===== src/rtl/ad7266_pkg.sv =====
`default_nettype none
// +--------------------------------------------------------------------------+
// | Package  : ad7266_pkg                                                    |
// | Desc     : Shared types, frame geometry and helpers for the AD7266       |
// |            capture path.                                                 |
// | Revision : 1.0 - initial release                                         |
// +--------------------------------------------------------------------------+
package ad7266_pkg;

   typedef enum logic [1:0] {
      IDLE  = 2'd0,
      SHIFT = 2'd1,
      DONE  = 2'd2,
      QUIET = 2'd3
   } state_t;

   // 16 SCLK rises per frame: 2 leading zeros, 12-bit code, 2 trailing zeros
   localparam int FRAME_BITS = 16;
   localparam int DATA_MSB   = 13;
   localparam int DATA_LSB   = 2;
   localparam int ADC_BITS   = 12;
   localparam int OUT_W      = 16;
   localparam int EDGE_W     = 5;   // holds 0..FRAME_BITS

   // Zero-extend a 12-bit conversion code to the output word width
   function automatic logic [OUT_W-1:0] code_to_word(input logic [ADC_BITS-1:0] code);
      return {{(OUT_W-ADC_BITS){1'b0}}, code};
   endfunction

   // High when any of the four padding bits of a frame is set
   function automatic logic pad_nonzero(input logic [3:0] pad);
      return |pad;
   endfunction

endpackage
`default_nettype wire


===== src/rtl/ad7266_rx_if.sv =====
`default_nettype none
// +--------------------------------------------------------------------------+
// | Interface: ad7266_rx_if                                                  |
// | Desc     : Sample bus from the AD7266 capture stage to the data mux.     |
// |            With AD7266_ZERO_CHECK_EN the bus also carries frame_err.     |
// | Revision : 1.0 - initial release                                         |
// +--------------------------------------------------------------------------+
interface ad7266_rx_if;
   import ad7266_pkg::*;

   logic [OUT_W-1:0] ad7266dataa;
   logic [OUT_W-1:0] ad7266datab;
   logic             ad7266wren;
`ifdef AD7266_ZERO_CHECK_EN
   logic             frame_err;

   modport master (output ad7266dataa, output ad7266datab, output ad7266wren, output frame_err);
   modport slave  (input  ad7266dataa, input  ad7266datab, input  ad7266wren, input  frame_err);
`else
   modport master (output ad7266dataa, output ad7266datab, output ad7266wren);
   modport slave  (input  ad7266dataa, input  ad7266datab, input  ad7266wren);
`endif
endinterface
`default_nettype wire


===== src/rtl/ad7266_sclk_gen.sv =====
`default_nettype none
// +--------------------------------------------------------------------------+
// | Module   : ad7266_sclk_gen                                               |
// | Desc     : SCLK divider for the AD7266 frame. Toggles SCLK every         |
// |            CLK_DIV clks while run is high, flags each 0->1 transition    |
// |            and counts rising edges within the frame.                     |
// | Revision : 1.0 - initial release                                         |
// +--------------------------------------------------------------------------+
module ad7266_sclk_gen
   import ad7266_pkg::*;
#(
   parameter int CLK_DIV = 2
) (
   input  logic              clk,
   input  logic              rst_n,
   input  logic              run,
   input  logic              clear,
   output logic              adc_sclk,
   output logic              rise_pulse,
   output logic [EDGE_W-1:0] edge_cnt
);

   localparam int               DIV_W      = (CLK_DIV > 1) ? $clog2(CLK_DIV) : 1;
   localparam logic [DIV_W-1:0] c_div_last = DIV_W'(CLK_DIV - 1);

   logic [DIV_W-1:0]  r_div;
   logic              r_sclk;
   logic [EDGE_W-1:0] r_edge_cnt;
   logic              w_wrap;

   assign w_wrap     = run && (r_div == c_div_last);
   // A wrap while SCLK is low is the rising edge; the FSM samples data on it
   assign rise_pulse = w_wrap && !r_sclk;
   assign adc_sclk   = r_sclk;
   assign edge_cnt   = r_edge_cnt;

   // Divide counter, SCLK toggle and rising-edge count; SCLK parks high
   always_ff @(posedge clk or negedge rst_n) begin
      if (!rst_n) begin
         r_div      <= '0;
         r_sclk     <= 1'b1;
         r_edge_cnt <= '0;
      end else if (clear) begin
         r_div      <= '0;
         r_sclk     <= 1'b1;
         r_edge_cnt <= '0;
      end else if (run) begin
         if (w_wrap) begin
            r_div  <= '0;
            r_sclk <= ~r_sclk;
            if (!r_sclk) begin
               r_edge_cnt <= r_edge_cnt + 1'b1;
            end
         end else begin
            r_div <= r_div + 1'b1;
         end
      end
   end

endmodule
`default_nettype wire


===== src/rtl/ad7266_rx.sv =====
`default_nettype none
// +--------------------------------------------------------------------------+
// | Module   : ad7266_rx                                                     |
// | Desc     : AD7266 dual-channel capture. Runs CS_n/SCLK/address framing,  |
// |            shifts DOUTA/DOUTB in parallel and presents one zero-extended |
// |            word per channel with a single-cycle strobe per frame.        |
// | Options  : AD7266_ZERO_CHECK_EN - adds frame_err, set when any padding   |
// |            bit of either channel is nonzero.                             |
// | Revision : 1.0 - initial release                                         |
// +--------------------------------------------------------------------------+
module ad7266_rx
   import ad7266_pkg::*;
#(
   parameter int CLK_DIV       = 2,
   parameter int QUIET_CYCLES  = 4,
   parameter int SAMPLE_PERIOD = 80
) (
   input  logic        clk,
   input  logic        rst_n,
   input  logic        enable,
   input  logic [2:0]  chsel,
   input  logic        adc_douta,
   input  logic        adc_doutb,
   output logic        adc_cs_n,
   output logic        adc_sclk,
   output logic [2:0]  adc_addr,
   output logic        busy,
   ad7266_rx_if.master dout
);

   localparam int                PER_W       = (SAMPLE_PERIOD > 1) ? $clog2(SAMPLE_PERIOD) : 1;
   localparam int                QUI_W       = (QUIET_CYCLES > 1) ? $clog2(QUIET_CYCLES) : 1;
   localparam logic [PER_W-1:0]  c_per_last  = PER_W'(SAMPLE_PERIOD - 1);
   localparam logic [QUI_W-1:0]  c_qui_last  = QUI_W'(QUIET_CYCLES - 1);
   localparam logic [EDGE_W-1:0] c_last_edge = EDGE_W'(FRAME_BITS - 1);

   state_t                r_state;
   logic                  r_cs_n;
   logic [2:0]            r_addr;
   logic                  r_busy;
   logic [PER_W-1:0]      r_period;
   logic [QUI_W-1:0]      r_quiet;
   logic [FRAME_BITS-1:0] r_sra;
   logic [FRAME_BITS-1:0] r_srb;
   logic [OUT_W-1:0]      r_dataa;
   logic [OUT_W-1:0]      r_datab;
   logic                  r_wren;

   logic                  w_run;
   logic                  w_clear;
   logic                  w_rise;
   logic [EDGE_W-1:0]     w_edge_cnt;
   logic                  w_period_done;
   logic                  w_quiet_done;

   assign w_run         = (r_state == SHIFT);
   assign w_clear       = (r_state == DONE);
   assign w_period_done = (r_period == c_per_last);
   assign w_quiet_done  = (r_quiet == c_qui_last);

   ad7266_sclk_gen #(
      .CLK_DIV    (CLK_DIV)
   ) u_sclk_gen (
      .clk        (clk),
      .rst_n      (rst_n),
      .run        (w_run),
      .clear      (w_clear),
      .adc_sclk   (adc_sclk),
      .rise_pulse (w_rise),
      .edge_cnt   (w_edge_cnt)
   );

`ifdef AD7266_ZERO_CHECK_EN
   logic r_frame_err;
   logic w_pad_err;

   assign w_pad_err = pad_nonzero({r_sra[FRAME_BITS-1:DATA_MSB+1], r_sra[DATA_LSB-1:0]})
                    | pad_nonzero({r_srb[FRAME_BITS-1:DATA_MSB+1], r_srb[DATA_LSB-1:0]});

   // Padding check result, refreshed once per frame alongside the data
   always_ff @(posedge clk or negedge rst_n) begin
      if (!rst_n) begin
         r_frame_err <= 1'b0;
      end else if (r_state == DONE) begin
         r_frame_err <= w_pad_err;
      end
   end

   assign dout.frame_err = r_frame_err;
`else
   // Padding bits are shifted through but only consumed by the zero check
   logic w_unused_pad;
   assign w_unused_pad = ^{r_sra[FRAME_BITS-1:DATA_MSB+1], r_sra[DATA_LSB-1:0],
                           r_srb[FRAME_BITS-1:DATA_MSB+1], r_srb[DATA_LSB-1:0]};
`endif

   // Frame sequencer: start, shift, deliver, then hold CS_n high until the
   // sample period and quiet time are both satisfied. A restart from IDLE
   // is immediate since QUIET already enforced the CS_n-high minimum.
   always_ff @(posedge clk or negedge rst_n) begin
      if (!rst_n) begin
         r_state  <= IDLE;
         r_cs_n   <= 1'b1;
         r_addr   <= 3'd0;
         r_busy   <= 1'b0;
         r_period <= '0;
         r_quiet  <= '0;
         r_sra    <= '0;
         r_srb    <= '0;
         r_dataa  <= '0;
         r_datab  <= '0;
         r_wren   <= 1'b0;
      end else begin
         r_wren <= 1'b0;
         // Saturating period count; cleared on each CS_n fall
         if (!w_period_done) begin
            r_period <= r_period + 1'b1;
         end
         case (r_state)
            IDLE: begin
               if (enable) begin
                  r_state  <= SHIFT;
                  r_cs_n   <= 1'b0;
                  r_addr   <= chsel;
                  r_busy   <= 1'b1;
                  r_period <= '0;
               end
            end
            SHIFT: begin
               if (w_rise) begin
                  r_sra <= {r_sra[FRAME_BITS-2:0], adc_douta};
                  r_srb <= {r_srb[FRAME_BITS-2:0], adc_doutb};
                  if (w_edge_cnt == c_last_edge) begin
                     r_state <= DONE;
                  end
               end
            end
            DONE: begin
               r_cs_n  <= 1'b1;
               r_dataa <= code_to_word(r_sra[DATA_MSB:DATA_LSB]);
               r_datab <= code_to_word(r_srb[DATA_MSB:DATA_LSB]);
               r_wren  <= 1'b1;
               r_quiet <= '0;
               r_state <= QUIET;
            end
            QUIET: begin
               if (!w_quiet_done) begin
                  r_quiet <= r_quiet + 1'b1;
               end else if (enable && w_period_done) begin
                  r_state  <= SHIFT;
                  r_cs_n   <= 1'b0;
                  r_addr   <= chsel;
                  r_period <= '0;
               end else if (!enable) begin
                  r_state <= IDLE;
                  r_busy  <= 1'b0;
               end
            end
            default: begin
               r_state <= IDLE;
            end
         endcase
      end
   end

   assign adc_cs_n         = r_cs_n;
   assign adc_addr         = r_addr;
   assign busy             = r_busy;
   assign dout.ad7266dataa = r_dataa;
   assign dout.ad7266datab = r_datab;
   assign dout.ad7266wren  = r_wren;

endmodule
`default_nettype wire


===== src/flat_wrapper.sv =====
// flat-port wrapper written by rule: the top's interface ports become plain ports
module ad7266_rx_flat import ad7266_pkg::*;
#(
   parameter int CLK_DIV       = 2,
   parameter int QUIET_CYCLES  = 4,
   parameter int SAMPLE_PERIOD = 80
)
  (clk, rst_n, enable, chsel, adc_douta, adc_doutb, adc_cs_n, adc_sclk, adc_addr, busy, dout_ad7266dataa, dout_ad7266datab, dout_ad7266wren);
  ad7266_rx_if dout_i ();
  input  logic clk;
  input  logic rst_n;
  input  logic enable;
  input  logic [2:0] chsel;
  input  logic adc_douta;
  input  logic adc_doutb;
  output logic adc_cs_n;
  output logic adc_sclk;
  output logic [2:0] adc_addr;
  output logic busy;
  output wire logic [$bits(dout_i.ad7266dataa)-1:0] dout_ad7266dataa;
  output wire logic [$bits(dout_i.ad7266datab)-1:0] dout_ad7266datab;
  output wire logic [$bits(dout_i.ad7266wren)-1:0] dout_ad7266wren;
  assign dout_ad7266dataa = dout_i.ad7266dataa;
  assign dout_ad7266datab = dout_i.ad7266datab;
  assign dout_ad7266wren = dout_i.ad7266wren;
  ad7266_rx #(.CLK_DIV(CLK_DIV), .QUIET_CYCLES(QUIET_CYCLES), .SAMPLE_PERIOD(SAMPLE_PERIOD)) u_core (.clk(clk), .rst_n(rst_n), .enable(enable), .chsel(chsel), .adc_douta(adc_douta), .adc_doutb(adc_doutb), .adc_cs_n(adc_cs_n), .adc_sclk(adc_sclk), .adc_addr(adc_addr), .busy(busy), .dout(dout_i));
endmodule

===== config.mk =====
export PLATFORM = sky130hd
export DESIGN_NAME = ad7266_rx_flat
export DESIGN_NICKNAME = d
export VERILOG_FILES = /design/src/rtl/ad7266_pkg.sv /design/src/rtl/ad7266_rx_if.sv /design/src/rtl/ad7266_sclk_gen.sv /design/src/rtl/ad7266_rx.sv /design/src/flat_wrapper.sv
export SDC_FILE = /design/constraint.sdc
export NUM_CORES = 1
export LEC_CHECK = 0
export CORE_UTILIZATION = 49
export DETAILED_ROUTE_END_ITERATION = 12
export GPL_TIMING_DRIVEN = 0
export HOLD_SLACK_MARGIN = 0.02
export PLACE_DENSITY = 0.76
export SETUP_SLACK_MARGIN = 0.05
export SLEW_MARGIN = 25
export SYNTH_ARGS = -nofsm -noshare
export SYNTH_HDL_FRONTEND = slang
export SYNTH_SLANG_ARGS = --single-unit

===== constraint.sdc =====
create_clock -name clk -period 1.7 [get_ports clk]
set_input_delay 0.17 -clock clk [delete_from_list [all_inputs] [get_ports clk]]
set_output_delay 0.17 -clock clk [all_outputs]
set_load 0.1 [all_outputs]

======== Yosys cells after proc, flatten, opt, wreduce, memory -nomap -nowiden ========
Cells that the tools add are included.
Widths: inputs -> output; s select.
operators by class
  $add $sub $neg .......................... 4
  multiply operators ...................... 0
  divide/modulo/power cells ............... 0
  order comparisons ....................... 0
  equal/unequal tests ..................... 16
  shift-type cells ........................ 0
  multiplexer cells ....................... 38
  bitwise gates (word level) .............. 1
  reduce and logical (&&, ||, !) cells .... 18
operator list
  kind                 count
  $mux 7               4
  $mux 5               4
  $mux 1               14
  $mux 2               7
  $pmux 7 s2           1
  $ne 2x2->1 const B   5
  $reduce_and 5->1     2
  $mux 3               3
  $ne 2x1->1 const B   4
  $pmux 2 s4           1
  $reduce_and 4->1     2
  $reduce_bool 2->1    4
  $add 7x1->7 const B  1
  $eq 7x7->1 const B   1
  $eq 2x2->1 const B   3
  $pmux 3 s2           1
  $reduce_and 2->1     3
  $add 5x1->5 const B  1
  $eq 5x4->1 const B   1
  $pmux 2 s2           1
  $logic_and 1x1->1    3
  $ne 3x2->1 const B   1
  $pmux 1 s3           1
  $reduce_and 3->1     1
  8 further kinds      8
word-level totals
  flip-flop bits (word level) ............. 76
  bits in latches ......................... 0
  memory bits (writable) .................. 0
  bits in read-only memories .............. 0
  input port bits ......................... 8
  output and inout port bits .............. 39
  logic and storage cells ................. 91
  memories kept ........................... 0

======== Longest topological paths before layout ========
Gate-level depths: netlist of the first run.
  depth after elaboration ................. 5
  depth in mapped cells ................... 8
  mapped depth without buffers ............ 7

======== Cells and area by module ========
A second synthesis of the first run with hierarchy kept.
unflattened totals
  cells, all modules ...................... 233
  area total of the unflattened synthesis .. 3234.4 um2
modules (own cells, without submodules)
  module           times used  cells each  area an instance (um2)  sequential area each (um2)
  ad7266_rx        1           203         2904.0                  1727.9
  ad7266_sclk_gen  1           30          330.3                   176.4

======== Worst setup path before layout of the first run ========
OpenSTA, ideal clock, no wires.
  path kind ............................... register to register
  start point ............................. reg u_core.u_sclk_gen.r_sclk (netlist: u_core.u_sclk_gen.adc_sclk)
  end point ............................... reg u_core.r_sra[0]
  library setup time ...................... 0.117 ns
  arrival ................................. 1.671 ns
  required time ........................... 1.583 ns
  path slack .............................. -0.088 ns
  cell stages (with the launch flop) ...... 7
  path buffers ............................ 3
  clock period less this slack ............ 1.788 ns
  cells stage by stage .................... dfstp_2 > and3b_1 > clkbuf_1 > buf_2 > buf_2 > nand2_1 > nand2_1
between the ends
  cells in the longest elaborated chain, start to end .. 3
ends and longest elaborated chain
  what                               RTL line               RTL
  from (decl)                        ad7266_sclk_gen.sv:27  logic r_sclk;
  from (signal assigned)             ad7266_sclk_gen.sv:50  r_sclk <= ~r_sclk;
  $logic_not 1->1                    -
  $logic_and 1x1->1                  ad7266_sclk_gen.sv:33  assign rise_pulse = w_wrap && !r_sclk;
  $reduce_and 2->1 (no source line)  -
  to (signal assigned)               ad7266_rx.sv:131       r_sra <= {r_sra[FRAME_BITS-2:0], adc_douta};
  to (decl)                          ad7266_rx.sv:43        logic [FRAME_BITS-1:0] r_sra;
Every way passes these cells.
A chain may end at the register's enable or synchronous reset.

======== Final worst setup path of the first run ========
  start point ............................. reg u_core.u_sclk_gen.r_edge_cnt[1] (netlist: u_core.u_sclk_gen.edge_cnt[1])
  end point ............................... reg u_core.r_state[1]
between the ends
  cells in the longest elaborated chain, start to end .. 3
ends and longest elaborated chain
  what                               RTL line               RTL
  from (decl)                        ad7266_sclk_gen.sv:28  logic [EDGE_W-1:0] r_edge_cnt;
  from (signal assigned)             ad7266_sclk_gen.sv:52  r_edge_cnt <= r_edge_cnt + 1'b1;
  $eq 5x4->1                         ad7266_rx.sv:133       if (w_edge_cnt == c_last_edge) begin
  $ne 2x1->1 (no source line)        -
  $reduce_and 5->1 (no source line)  -
  to (signal assigned)               ad7266_rx.sv:134       r_state <= DONE;
  to (signal assigned)               ad7266_rx.sv:144       r_state <= QUIET;
  to (signal assigned)               ad7266_rx.sv:150       r_state <= SHIFT;
  to (decl)                          ad7266_rx.sv:37        state_t r_state;
Every way passes these cells.

==> results by group, run 1 <==
Timing
  • Final Slew Violations: 0
  • Endpoints failing setup: 0
  • Final hold violation count: 0
  • Final Skew: 0.00996 ns
  • Final setup TNS: 0 ns
  • FMAX: 598 MHz
  • Max-Slew Margin vs Limit: 0.634
  • RSZ-0062 raised after global routing: true
  • Worst-margin pin slew: 0.551 ns
  • Tcrit/Tclk final: 0.984
  • Worst hold slack: 0.260 ns
  • Worst setup margin: 0.0275 ns
  • Min Tclk post-route: 1.67 ns

Die
  • Initial Utilization: 0.515
  • Total die area: 7080 um^2
  • Die Y: 84.2 um
  • Row count: 29
  • Core Area: 6420 um^2
  • Die width: 84.2 um
  • I/O pin count: 47

Synthesis
  • Synth Register Bits: 76
  • Post-synth top cells: 92 x nand2_1, 74 x dfrtp_1, 30 x mux2_2, 13 x nor2_1, 10 x clkbuf_1
  • Mean Syn Cell Area: 10.7 um^2
  • Share of the synthesized area in the top cell type: 0.560
  • Post-synthesis cell type count: 39
  • Yosys warning count: 0
  • Top FF cell, synth: dfrtp_1
  • Post-Synthesis Cells: 309
  • EDFF count, synth: 0
  • Async S/R FF share, synth: 1.00
  • Post-synthesis sequential area ratio: 0.576
  • Biggest area consumer among synthesized cells: dfrtp_1
  • Mapped cell area: 3310 um^2
  • Most common cell in the netlist: nand2_1
  • Synth top area cells: dfrtp_1 56%, nand2_1 10%, mux2_2 10%

Clocking
  • Reg clk slew, reported paths: 0.08 ns
  • Clk_lat worst skew: 0.34 ns
  • Htree depth: 3
  • Clock sink count: 76
  • CTS tree: yes
  • CTS Buffer Depth: 2
  • Root Driver: clkbuf_8
  • Num CTS Buffers: 9

Placement
  • Final HPWL DP: 4020 um
  • PortBufs: 38
  • Placed insts: 432
  • DP Worst Slack: -0.256 ns
  • Area after DPL: 3870 um^2
  • RePlAce Congestion: 0.811

Route
  • 1st-iter DRT viols: 136
  • First-pass iteration count of the detailed router: 8
  • DR vias: 2307
  • DRC viols: 2
  • Routed Antenna Nets: 0
  • Routed WL: 6100 um
  • Wire length per cell: 13.3 um
  • Vias per cell: 5.02

Setup path
  • CP Max Fanout: 2
  • Type of origin of the critical path: register
  • Crit Path Category: register to register
  • WP data arrival: 1.90 ns
  • Crit path required time: 1.93 ns
  • CP Capture Type: register

Status
  • Failing checks: design-rule violations
  • Outcome: finished, violations left

Layout
  • Final nets: 395
  • Layout cells sized above 1: 0.358
  • Finished Cell Area: 4380 um^2
  • Antenna diode count: 0
  • Layout fillers: 465
  • Util after Layout: 0.682
  • Non-filler cells, final: 460
  • P&R area growth vs syn: 32.5%

Pwr
  • Pwr Density: 822 nW/um^2
  • Max VDD drop: 576 uV
  • Tot Pwr: 3.60 mW
  • P_leak: 2.12 nW

GRT
  • Grt total ovfl: 0
  • Global router's overall resource usage: 0.187
  • Largest net degree at the start of global routing: 57
  • Vias in the first global route: 2208
  • First-pass GRT wire length: 10300 um
  • Initial antenna violation count: 0

Worst hold path
  • Hold Crit Class: primary input to async pin

Run
  • Max-Cap Viols: 0
[critical path, cell delays in order (launching register included)]
cell and delay (ns):
dfrtp_1 0.37, ha_2 0.18, and3_4 0.20, ha_4 0.12, nand2_2 0.05, o21ai_2 0.15
o211ai_1 0.16, mux2_4 0.33
[final cells by class]
| type | count | area [um^2] | area share |
|---|---|---|---|
| clock inverter | 6 | 95.1 | 0.0217 |
| timing repair buffer | 52 | 538 | 0.123 |
| clock buffer | 10 | 138 | 0.0314 |
| tap | 77 | 96.3 | 0.0220 |
| multi-input combinational | 210 | 1400 | 0.319 |
| sequential | 76 | 1910 | 0.436 |
| inverter | 8 | 30.0 | 0.00685 |
| buffer | 21 | 179 | 0.0408 |
[sequential cells by signal, indices dropped and copies added (netlist names), 2 cells and up]
name                        count
u_core.adc_addr                 3
u_core.dout.ad7266dataa        12
u_core.dout.ad7266datab        12
u_core.r_period                 7
u_core.r_quiet                  2
u_core.r_sra                   14
u_core.r_srb                   14
u_core.r_state                  2
u_core.u_sclk_gen.edge_cnt      5
[power breakdown]
part           internal [mW]  switching, mW
Sequential              1.84         0.0205
Clock                  0.882          0.685
Combinational         0.0453          0.132
Total                   2.76          0.838
[cell families (layout without fill, tap and decap cells)]
logic type	Yosys count	after routing	share of synthesized area
AOI/OAI and AO/OA	23	23	0.0481
xor gates and xnor gates	6	6	0.0159
adders and majority gates	9	9	0.0341
buffers and inverters	30	97	0.0450
DFF	76	76	0.576
muxes	33	33	0.112
other	1	8	0.00113
and+or+nand+nor	131	131	0.168
[layer usage]
metal	global-route usage	share of wire	vias to the layer above
li1	-	-	1143
met1	0.257	0.47	1110
met2	0.280	0.48	44
met3	0.0492	0.041	10
met4	0.0862	0.016	0
met5	0	0	-
[placed cells by master (no fill, tap or decap), types with 2 or more instances in the layout]
| master | n |
|---|---|
| nor2b_1 | 3 |
| conb_1 | 8 |
| dfrtp_1 | 73 |
| xnor2_1 | 4 |
| clkbuf_8 | 10 |
| bufinv_16 | 2 |
| xor2_1 | 2 |
| clkbuf_1 | 2 |
| mux2_4 | 2 |
| ha_4 | 4 |
| buf_8 | 3 |
| inv_1 | 6 |
| ha_1 | 2 |
| inv_2 | 2 |
| clkinvlp_4 | 2 |
| nand3_1 | 3 |
| nand2_2 | 2 |
| buf_4 | 22 |
| ha_2 | 3 |
| o21ai_0 | 2 |
| nand4_1 | 2 |
| and3_1 | 4 |
| nand2_1 | 91 |
| clkbuf_4 | 2 |
| clkbuf_2 | 2 |
| nor2_1 | 10 |
| buf_6 | 3 |
| clkdlybuf4s50_1 | 6 |
| nand2b_1 | 3 |
| mux2i_1 | 2 |
| o22ai_1 | 4 |
| nor2_2 | 2 |
| a21oi_1 | 6 |
| clkdlybuf4s15_2 | 30 |
| nor3_1 | 3 |
| mux2_2 | 29 |
[final timing paths]
path                                                                start                                to  slack (ns)  cells past startpoint
min in group clk                                                adc_douta       u_core.r_sra[0]$_DFFE_PN0P_        0.35                      3
max in group asynchronous                                           rst_n       u_core.r_srb[6]$_DFFE_PN0P_        0.89                      3
worst min-delay path                                                rst_n  u_core.dout.ad7266wren$_DFF_PN0_        0.26                      2
worst max register to register  u_core.u_sclk_gen.edge_cnt[1]$_DFFE_PN0P_     u_core.r_state[1]$_DFFE_PN0P_        0.03                      7
worst min register to register                u_core.r_srb[0]$_DFFE_PN0P_       u_core.r_srb[1]$_DFFE_PN0P_        0.47                      2
worst max-delay path            u_core.u_sclk_gen.edge_cnt[1]$_DFFE_PN0P_     u_core.r_state[1]$_DFFE_PN0P_        0.03                      7
[what timing repair did]
| item | CTS | global route |
|---|---|---|
| hold endpoints to repair | 20 | 0 |
| hold buffers | 1 | 0 |
| pin swaps | 2 | 5 |
| gates resized for setup | 117 | 23 |
| setup buffers | 7 | 5 |
| endpoints found under the setup margin | 82 | 54 |
(Power assumes the default switching activity.)
==> run 2: changes to the inputs <==
- CORE_UTILIZATION: 49 -> 41
- PLACE_DENSITY: 0.76 -> 0.65
- SYNTH_HIERARCHICAL: unset -> 1
==> results by group, run 2 <==
Placement
  • Area after DPL: 3910 um^2 (was 3870 um^2)
  • PortBufs: 38 (unchanged)
  • DP Worst Slack: -0.295 ns (was -0.256 ns)
  • RePlAce Congestion: 0.730 (was 0.811)
  • Placed insts: 381 (was 432)
  • Final HPWL DP: 3650 um (was 4020 um)

Route
  • 1st-iter DRT viols: 48 (was 136)
  • Vias per cell: 4.87 (was 5.02)
  • DRC viols: 0 (was 2)
  • DR vias: 1971 (was 2307)
  • First-pass iteration count of the detailed router: 4 (was 8)
  • Routed Antenna Nets: 0 (unchanged)
  • Routed WL: 5630 um (was 6100 um)
  • Wire length per cell: 13.9 um (was 13.3 um)

Status
  • Outcome: finished, violations left (unchanged)
  • Failing checks: negative setup slack (was design-rule violations)

Timing
  • FMAX: 575 MHz (was 598 MHz)
  • Min Tclk post-route: 1.74 ns (was 1.67 ns)
  • Worst-margin pin slew: 0.556 ns (was 0.551 ns)
  • Tcrit/Tclk final: 1.02 (was 0.984)
  • Endpoints failing setup: 1 (was 0)
  • Final Slew Violations: 0 (unchanged)
  • RSZ-0062 raised after global routing: true (unchanged)
  • Worst setup margin: -0.0392 ns (was 0.0275 ns)
  • Worst hold slack: 0.289 ns (was 0.260 ns)
  • Final hold violation count: 0 (unchanged)
  • Final Skew: 0.00687 ns (was 0.00996 ns)
  • Final setup TNS: -0.0392 ns (was 0 ns)
  • Max-Slew Margin vs Limit: 0.631 (was 0.634)

Clocking
  • Clock sink count: 76 (unchanged)
  • CTS Buffer Depth: 2 (unchanged)
  • Reg clk slew, reported paths: 0.08 ns (about the same)
  • Num CTS Buffers: 9 (unchanged)
  • CTS tree: yes (unchanged)
  • Htree depth: 3 (unchanged)
  • Clk_lat worst skew: 0.34 ns (about the same)
  • Root Driver: clkbuf_8 (unchanged)

Synthesis
  • Post-synth top cells: 74 x dfrtp_1, 32 x mux2_2, 21 x mux2_1, 10 x nor2_1 (was 92 x nand2_1, 74 x dfrtp_1, 30 x mux2_2, 13 x nor2_1, 10 x clkbuf_1)
  • Most common cell in the netlist: dfrtp_1 (was nand2_1)
  • Post-Synthesis Cells: 233 (was 309)
  • Mapped cell area: 3230 um^2 (was 3310 um^2)
  • Top FF cell, synth: dfrtp_1 (unchanged)
  • Post-synthesis sequential area ratio: 0.589 (was 0.576)
  • EDFF count, synth: 0 (unchanged)
  • Async S/R FF share, synth: 1.00 (unchanged)
  • Biggest area consumer among synthesized cells: dfrtp_1 (unchanged)
  • Post-synthesis cell type count: 38 (was 39)
  • Synth top area cells: dfrtp_1 57%, mux2_2 11%, mux2_1 7.3% (was dfrtp_1 56%, nand2_1 10%, mux2_2 10%)
  • Synth Register Bits: 76 (unchanged)
  • Yosys warning count: 6 (was 0)
  • Mean Syn Cell Area: 13.9 um^2 (was 10.7 um^2)
  • Share of the synthesized area in the top cell type: 0.573 (was 0.560)

Pwr
  • P_leak: 2.12 nW (about the same)
  • Max VDD drop: 620 uV (was 576 uV)
  • Net Switching: 2.42 mW (was 838 uW)
  • Clk pwr share: 0.228 (was 0.435)
  • Power Internal: 3.96 mW (was 2.76 mW)
  • Sw Share: 0.379 (was 0.233)
  • Gate power share: 0.414 (was 0.049)
  • Tot Pwr: 6.38 mW (was 3.60 mW)
  • Pwr Density: 1480 nW/um^2 (was 822 nW/um^2)
  • Flop pwr share: 0.358 (was 0.516)

Die
  • Die width: 90.8 um (was 84.2 um)
  • Core Area: 7690 um^2 (was 6420 um^2)
  • Initial Utilization: 0.421 (was 0.515)
  • Row count: 32 (was 29)
  • Die Y: 90.8 um (was 84.2 um)
  • I/O pin count: 47 (unchanged)
  • Total die area: 8250 um^2 (was 7080 um^2)

Layout
  • Non-filler cells, final: 405 (was 460)
  • Final nets: 314 (was 395)
  • Layout cells sized above 1: 0.485 (was 0.358)
  • Antenna diode count: 0 (unchanged)
  • Most frequent cells in the layout: 73 x dfrtp_1, 32 x mux2_2, 30 x clkdlybuf4s15_2 (was 91 x nand2_1, 73 x dfrtp_1, 30 x clkdlybuf4s15_2)
  • Biggest regs: u_core/r_sra x14, u_core/r_srb x14 (was u_core.r_sra x14, u_core.r_srb x14)
  • P&R area growth vs syn: 33.0% (was 32.5%)
  • Util after Layout: 0.560 (was 0.682)
  • Commonest non-fill, non-tap cell in the layout: dfrtp_1 (was nand2_1)
  • Finished Cell Area: 4300 um^2 (was 4380 um^2)

GRT
  • Gr busiest metal: met2 (unchanged)
  • Global router's overall resource usage: 0.153 (was 0.187)
  • GR Layer Usage met1: 0.205 (was 0.257)
  • Met3 usage: 0.0547 (was 0.0492)
  • Initial antenna violation count: 0 (unchanged)
  • Largest net degree at the start of global routing: 49 (was 57)
  • Grt total ovfl: 0 (unchanged)
  • Vias in the first global route: 2060 (was 2208)
  • Grt met2 use: 0.224 (was 0.280)
  • First-pass GRT wire length: 9880 um (was 10300 um)

Setup path
  • CP Max Fanout: 9 (was 2)
  • Crit path required time: 1.94 ns (was 1.93 ns)
  • Crit Path Category: register to register (unchanged)
  • CP Capture Type: register (unchanged)
  • WP data arrival: 1.98 ns (was 1.90 ns)
  • Type of origin of the critical path: register (unchanged)

Worst hold path
  • Hold Crit Class: primary input to async pin (unchanged)

Run
  • Max-Cap Viols: 0 (unchanged)
run 2: layout make-up:
cell class | instances | area, um^2
buffer | 15 | 155
clock buffer | 10 | 128
clock inverter | 5 | 77.6
fill | 654 | 3390
inverter | 6 | 25.0
multi-input combinational | 143 | 1370
sequential | 76 | 1910
tap | 102 | 128
timing repair buffer | 48 | 508
run 2: power groups by stage:
stage               Combinational [mW]  Sequential [mW]  Clock (mW)
finish                            2.64             2.29        1.45
global route                      2.83             2.33        1.56
CTS                               2.55             2.29        1.49
detailed placement                2.35             2.33           0
global placement                  2.31             2.32           0
floorplan                         1.18             2.99           0
run 2: timing repair:
| item | 4_1_cts | 5_1_grt |
|---|---|---|
| pin swaps | 2 | 6 |
| setup endpoints to repair | 77 | 28 |
| hold buffers | 1 | 0 |
| resized for setup | 110 | 8 |
| buffers inserted | 6 | 2 |
| endpoints found under the hold margin | 27 | 0 |
run 2: logic make-up (layout without fill, tap and decap cells):
| family | after synthesis | in the layout | share of synthesized area |
|---|---|---|---|
| simple gates | 37 | 37 | 0.0689 |
| mux | 58 | 58 | 0.205 |
| buf+inv | 21 | 84 | 0.0375 |
| fa+ha+maj | 7 | 7 | 0.0271 |
| other cells | 1 | 8 | 0.00116 |
| compound gates | 23 | 23 | 0.0449 |
| flops | 76 | 76 | 0.589 |
| xor+xnor | 10 | 10 | 0.0271 |
run 2: path summary, 6_finish.rpt:
| path | startpoint | to | slack (ns) | depth (start not counted) |
|---|---|---|---|---|
| min in group clk | adc_douta | u_core/r_sra[0]$_DFFE_PN0P_ | 0.43 | 2 |
| max | u_core/r_state[1]$_DFFE_PN0P_ | u_core/r_state[1]$_DFFE_PN0P_ | -0.04 | 6 |
| min | rst_n | u_core/r_period[3]$_DFF_PN0_ | 0.29 | 2 |
| min reg2reg | u_core/r_srb[1]$_DFFE_PN0P_ | u_core/r_srb[2]$_DFFE_PN0P_ | 0.51 | 1 |
| max reg2reg | u_core/r_state[1]$_DFFE_PN0P_ | u_core/r_state[1]$_DFFE_PN0P_ | -0.04 | 6 |
| max in group asynchronous | rst_n | u_core/u_sclk_gen/adc_sclk$_DFFE_PN1P_ | 0.81 | 3 |
run 2: metal layers:
metal / part of all wire / routed length [um]
met1: 0.50 / 2800
met2: 0.44 / 2490
met3: 0.045 / 252
met4: 0.016 / 92
met5: 0 / 0
run 2: worst max-delay path, cell delays in order (launching register included):
cell and delay [ns]:
dfrtp_1 0.41, buf_4 0.17, ha_1 0.19, clkbuf_8 0.16, a21oi_2 0.17, and3b_2 0.24, mux2_4 0.30
